### src/rtl/fifo_ctrl.sv
// fifo_ctrl: pointer, occupancy and flag controller for a dual-address FIFO memory
module fifo_ctrl #(
    parameter int MEM_LENGHT = 8,
    parameter int ADDR_WIDTH = 3,
    parameter int UMBRAL_AF  = 6,
    parameter int UMBRAL_AE  = 2
) (
    input  logic                  clk,
    input  logic                  reset_L,
    input  logic                  push,
    input  logic                  pop,
    output logic [ADDR_WIDTH-1:0] write_addr,
    output logic [ADDR_WIDTH-1:0] read_addr,
    output logic                  write_enable,
    output logic                  read_enable,
    output logic                  data_valid,
    output logic [ADDR_WIDTH:0]   count,
    output logic                  full,
    output logic                  empty,
    output logic                  almost_full,
    output logic                  almost_empty,
    output logic                  error
);
    logic [ADDR_WIDTH-1:0] wr_ptr, rd_ptr;

    assign write_addr   = wr_ptr;
    assign read_addr    = rd_ptr;
    assign full         = count == (ADDR_WIDTH+1)'(MEM_LENGHT);
    assign empty        = count == '0;
    assign almost_full  = count >= (ADDR_WIDTH+1)'(UMBRAL_AF);
    assign almost_empty = count <= (ADDR_WIDTH+1)'(UMBRAL_AE);
    assign write_enable = push & ~full & reset_L;
    assign read_enable  = pop & ~empty & reset_L;

    // Advance pointers on accepted accesses, track occupancy, flag rejected requests
    always_ff @(posedge clk or negedge reset_L) begin
        if (!reset_L) begin
            wr_ptr     <= '0;
            rd_ptr     <= '0;
            count      <= '0;
            data_valid <= 1'b0;
            error      <= 1'b0;
        end else begin
            if (write_enable) wr_ptr <= wr_ptr + 1'b1;
            if (read_enable) rd_ptr <= rd_ptr + 1'b1;
            count      <= count + (ADDR_WIDTH+1)'(write_enable) - (ADDR_WIDTH+1)'(read_enable);
            data_valid <= read_enable;
            if ((push & full) | (pop & empty)) error <= 1'b1;
        end
    end
endmodule

### config.mk
export PLATFORM = sky130hd
export DESIGN_NAME = fifo_ctrl
export DESIGN_NICKNAME = d
export VERILOG_FILES = /design/src/rtl/fifo_ctrl.sv
export SDC_FILE = /design/constraint.sdc
export NUM_CORES = 1
export LEC_CHECK = 0
export BUFFER_PORTS_ARGS = -buffer_cell sky130_fd_sc_hd__buf_4
export CORE_MARGIN = 3
export CORE_UTILIZATION = 45
export DETAILED_ROUTE_END_ITERATION = 10
export GPL_ROUTABILITY_DRIVEN = 0
export PLACE_DENSITY_LB_ADDON = 0.3
export SLEW_MARGIN = 5
export SYNTH_ARGS = -nofsm -noshare
export SYNTH_HDL_FRONTEND = slang
export SYNTH_SLANG_ARGS = --single-unit
export TNS_END_PERCENT = 10
### constraint.sdc
create_clock -name clk -period 3.15 [get_ports clk]
set_clock_uncertainty 0.1 [all_clocks]
set_input_delay 0.315 -clock clk [delete_from_list [all_inputs] [get_ports clk]]
set_output_delay 0.315 -clock clk [all_outputs]
set_load 0.01 [all_outputs]
# Word-level counts from Yosys, hierarchy flattened
# Cells that the tools add are included.
[totals]
reg_bits = 12
latchBits = 0
ram_bits = 0
rom_bits = 0
out_inout_bits = 18
memories = 0
[classes]
addsub = 4
mul = 0
n_div = 0
magnitude_cmp = 2
eq_ne = 1
shifts = 0
muxes = 0
bitwise_logic = 9
reduce_logical = 1
[op_table]
columns = ["operator", "count"]
rows = [
  ["adder 3 x 1 -> 3 bit (second input constant)", 2],
  ["AND 1 bit", 6],
  ["adder 4 x 1 -> 4 bit", 1],
  ["== test 4 bit (second input constant)", 1],
  [">= comparator 4 x 3 -> 1 bit (second input constant)", 1],
  ["<= comparator 4 x 2 -> 1 bit (second input constant)", 1],
  ["logical NOT 4 bit", 1],
  ["subtractor 4 x 1 -> 4 bit", 1],
  ["NOT 1 bit", 2],
  ["bitwise OR 1 bit", 1],
]

# Longest topological paths before layout
[depth]
word_depth = 6
mapped_depth = 10
mapped_depth_nobuf = 10

# Worst setup path before layout
# No wires, ideal clock.
[synth_timing]
path_type = "reg2reg"
start = "register count[2]"
end = "register count[2]"
arrival_ps = 2171
required_time_ps = 2927
path_slack_ps = 757
path_stages_with_launch = 11
synth_period_minus_slack_ps = 2393
cell_sequence = "dfrtp_1 -> inv_1 -> ha_1 -> nor3b_4 -> nor2_2 -> ha_1 -> inv_1 -> ha_1 -> inv_1 -> fa_1 -> xnor2_1"
[synth_between]
word_cells_on_any_way = 10
[synth_rtl]
columns = ["item", "line", "source"]
rows = [
  ["start, declared", "17", "output logic [ADDR_WIDTH:0] count,"],
  ["start signal, assigned", "46", "count <= count + (ADDR_WIDTH+1)'(write_enable) - (ADDR_WIDTH+1)'(read_enable);"],
  ["logical NOT 4 bit", "29", "assign empty = count == '0;"],
  ["net empty", "19", "output logic empty,"],
  ["NOT 1 bit", "33", "assign read_enable = pop & ~empty & reset_L;"],
  ["AND 1 bit (2 in a row)", "33", ""],
  ["net read_enable", "15", "output logic read_enable,"],
  ["subtractor 4 x 1 -> 4 bit", "46", ""],
]
# The timed path passes the listed nets, and every way through them passes these cells.
# A chain may end at the register's enable or synchronous reset.

# Final worst setup path
[layout_timing]
start = "register count[3]"
end = "register count[1]"
[layout_between]
elab_chain_cells = 6
word_cells_on_any_way = 10
[layout_lines]
columns = ["item", "line", "source"]
rows = [
  ["== test 4 bit", "28", "assign full = count == (ADDR_WIDTH+1)'(MEM_LENGHT);"],
  ["NOT 1 bit", "32", "assign write_enable = push & ~full & reset_L;"],
  ["AND 1 bit (2 in a row)", "32", ""],
  ["adder 4 x 1 -> 4 bit", "46", ""],
  ["subtractor 4 x 1 -> 4 bit (*)", "46", ""],
]
# Every way passes the cells marked *; elsewhere a longest branch is shown, timed or not.

==> reports/results.ini <==
[worst_setup_path]
criticalPathCategory = register to register
cp-start-kind = register
cp_data_required_time_ns = 3.22
worstPathArrival_ns = 2.48
r2r_slack_ns = 0.74
path_max_fanout = 5
end_kind = register

[yosys]
synth_edf_count = 0
synth_commonest_cells = dfrtp_1, ha_1, inv_1
avgSynthCellArea_sq_um = 12.4
ys_seq_area_share_pct = 44.0
synth_top_cell_area_share_pct = 44.0
synth.distinct_cells = 16
syn-cell-area_sq_um = 682
ys.warnings.count = 0
yosysTopAreaCell = dfrtp_1
synthCells = 55
yosysMostFrequentCell = dfrtp_1
synthFlopType = dfrtp_1
yosys-top-cells-area = dfrtp_1, ha_1, xor2_1, nor3b_4, inv_1
async_reset_ff_share_pct = 100
synth_nets = 70
synth-seq-cells = 12

[clocking]
insertion_delay_ns = 0.28
cts_buffers = 3
clock_path_buffers = 2
htreeDepth = 1
cts.repair.resized = 0
root_buffer = clkbuf_4
clk_pin_slew_worst_paths_ns = 0.08
cts.sinks = 12
cts_tree = built

[status]
run_status = finished clean

[floorplan]
die_area_sq_um = 2020
coreArea_sq_um = 1370
start_util_pct = 49.9
die_h_um = 44.9
row_count = 13
ios = 22
die_w_um = 44.9

[placement]
placedCellCount = 91
dp_hpwl_um = 970
io_buffers = 21

[finish]
fin_util_pct = 66.2
drive_gt1_share_pct = 38.3
nets = 97
fin_cells = 96
area_growth_pct = 32.7
diodes = 0

[timing]
worstMarginPinSlew_ns = 0.396
hold_viol_final = 0
fmax_mhz = 416
drv_slew = 0
whs_ns = 0.266
fin_tns_setup_ns = 0
maxSlewHeadroom_pct = 73.6
min_period_ns = 2.41
setup_viol = 0
rsz0062_at_grt = false
fin_crit_sh_pct = 76.4

[routing]
wl_per_cell_um = 12.8
drt_iter0_markers = 6
viasPerCell = 4.99
drt_pass1_iterations = 3
drcViolationCount = 0
drtAntennaViolNets = 0
wirelength_um = 1230
vias = 479

[power]
leakage_nw = 0.479
power_density_nw_per_um2 = 1070
ir_worst_vdd_mv = 0.517

[global_route]
grt_use_total_pct = 14.5
grt-ovfl-total = 0
antenna_found_initial = 0
grt_start_max_net_pins = 15
grt_pass1_vias = 475
grt_pass1_wl_um = 2060

[run]
cap_violations = 0

[hold_path]
holdCritPathClass = input port to register

## area by class of cell
type,count,area [sq um]
Fill cell,112,462
Multi-Input combinational cell,35,352
Clock buffer,4,36.3
Inverter,8,30.0
Timing Repair Buffer,22,168
Tap cell,15,18.8
Sequential cell,12,300
## state kept, by name (all words and copies together), names as in the netlist
register	cells
count	4
data_valid	1
error	1
read_addr	3
write_addr	3
## final timing paths
kind,depth (start not counted),start,to
worst max-delay path,10,count[3]$_DFF_PN0_,count[1]$_DFF_PN0_
worst min-delay path,3,pop,data_valid$_DFF_PN0_
worst max register to register,10,count[3]$_DFF_PN0_,count[1]$_DFF_PN0_
worst min register to register,1,read_addr[2]$_DFFE_PN0P_,read_addr[2]$_DFFE_PN0P_
max in group asynchronous,2,reset_L,write_addr[1]$_DFFE_PN0P_
min in group asynchronous,2,reset_L,read_addr[1]$_DFFE_PN0P_
## cells by family after synthesis
group	Yosys count	synth area share, %
flops	12	44.0
compound gates	5	5.87
mux	2	4.40
xor+xnor	6	7.71
fa+ha+maj	11	21.3
buf+inv	8	4.40
simple gates	11	12.3
## critical path, cell delays in order, from the launching register on
cell and delay (ns):
dfrtp_1 0.41, inv_1 0.15, ha_1 0.21, nor3b_4 0.23, nor2_2 0.11, ha_1 0.30, inv_1 0.06, ha_1 0.15
inv_1 0.06, fa_1 0.48, inv_1 0.04
## timing repair
action                                  CTS  global route
hold buffers                              1             0
endpoints found under the hold margin    12             0
buffers inserted                          0             0
endpoints found under the setup margin    0             0
## where the power goes
part	internal, mW	switching (mW)	total [mW]
Combinational	0.287	0.237	0.523
Clock	0.0703	0.0542	0.124
Sequential	0.232	0.0847	0.317
Total	0.589	0.375	0.965
## through the flow
step	worst slack, ns	area (sq um)	total power, mW
global placement	0.809	858	0.838
finish	0.745	905	0.965
detailed placement	0.749	858	0.848
global route	0.584	905	1.05
CTS	0.736	905	0.981
floorplan	0.757	682	0.625
## routing by layer
| metal | routed length [um] | GRT usage, % | vias to the layer above |
|---|---|---|---|
| met5 | 0 | 0 | - |
| met4 | 31 | 10.5 | 0 |
| met3 | 73 | 2.79 | 5 |
| met2 | 572 | 23.7 | 14 |
| met1 | 553 | 16.5 | 226 |
| li1 | - | - | 234 |
## placed cells by master (no fill, tap or decap), drive strengths merged
cell type and count:
dfrtp 12, clkbuf 4, mux2 2, a21oi 1, nand2 5, a32o 1, a31o 1, inv 8
xnor2 1, fa 1, a22o 1, ha 10, nor3b 4, a21o 1, buf 21, xor2 5
nor2 2, dlygate4sd3 1
No activity file was read; power rests on OpenSTA's default activity.
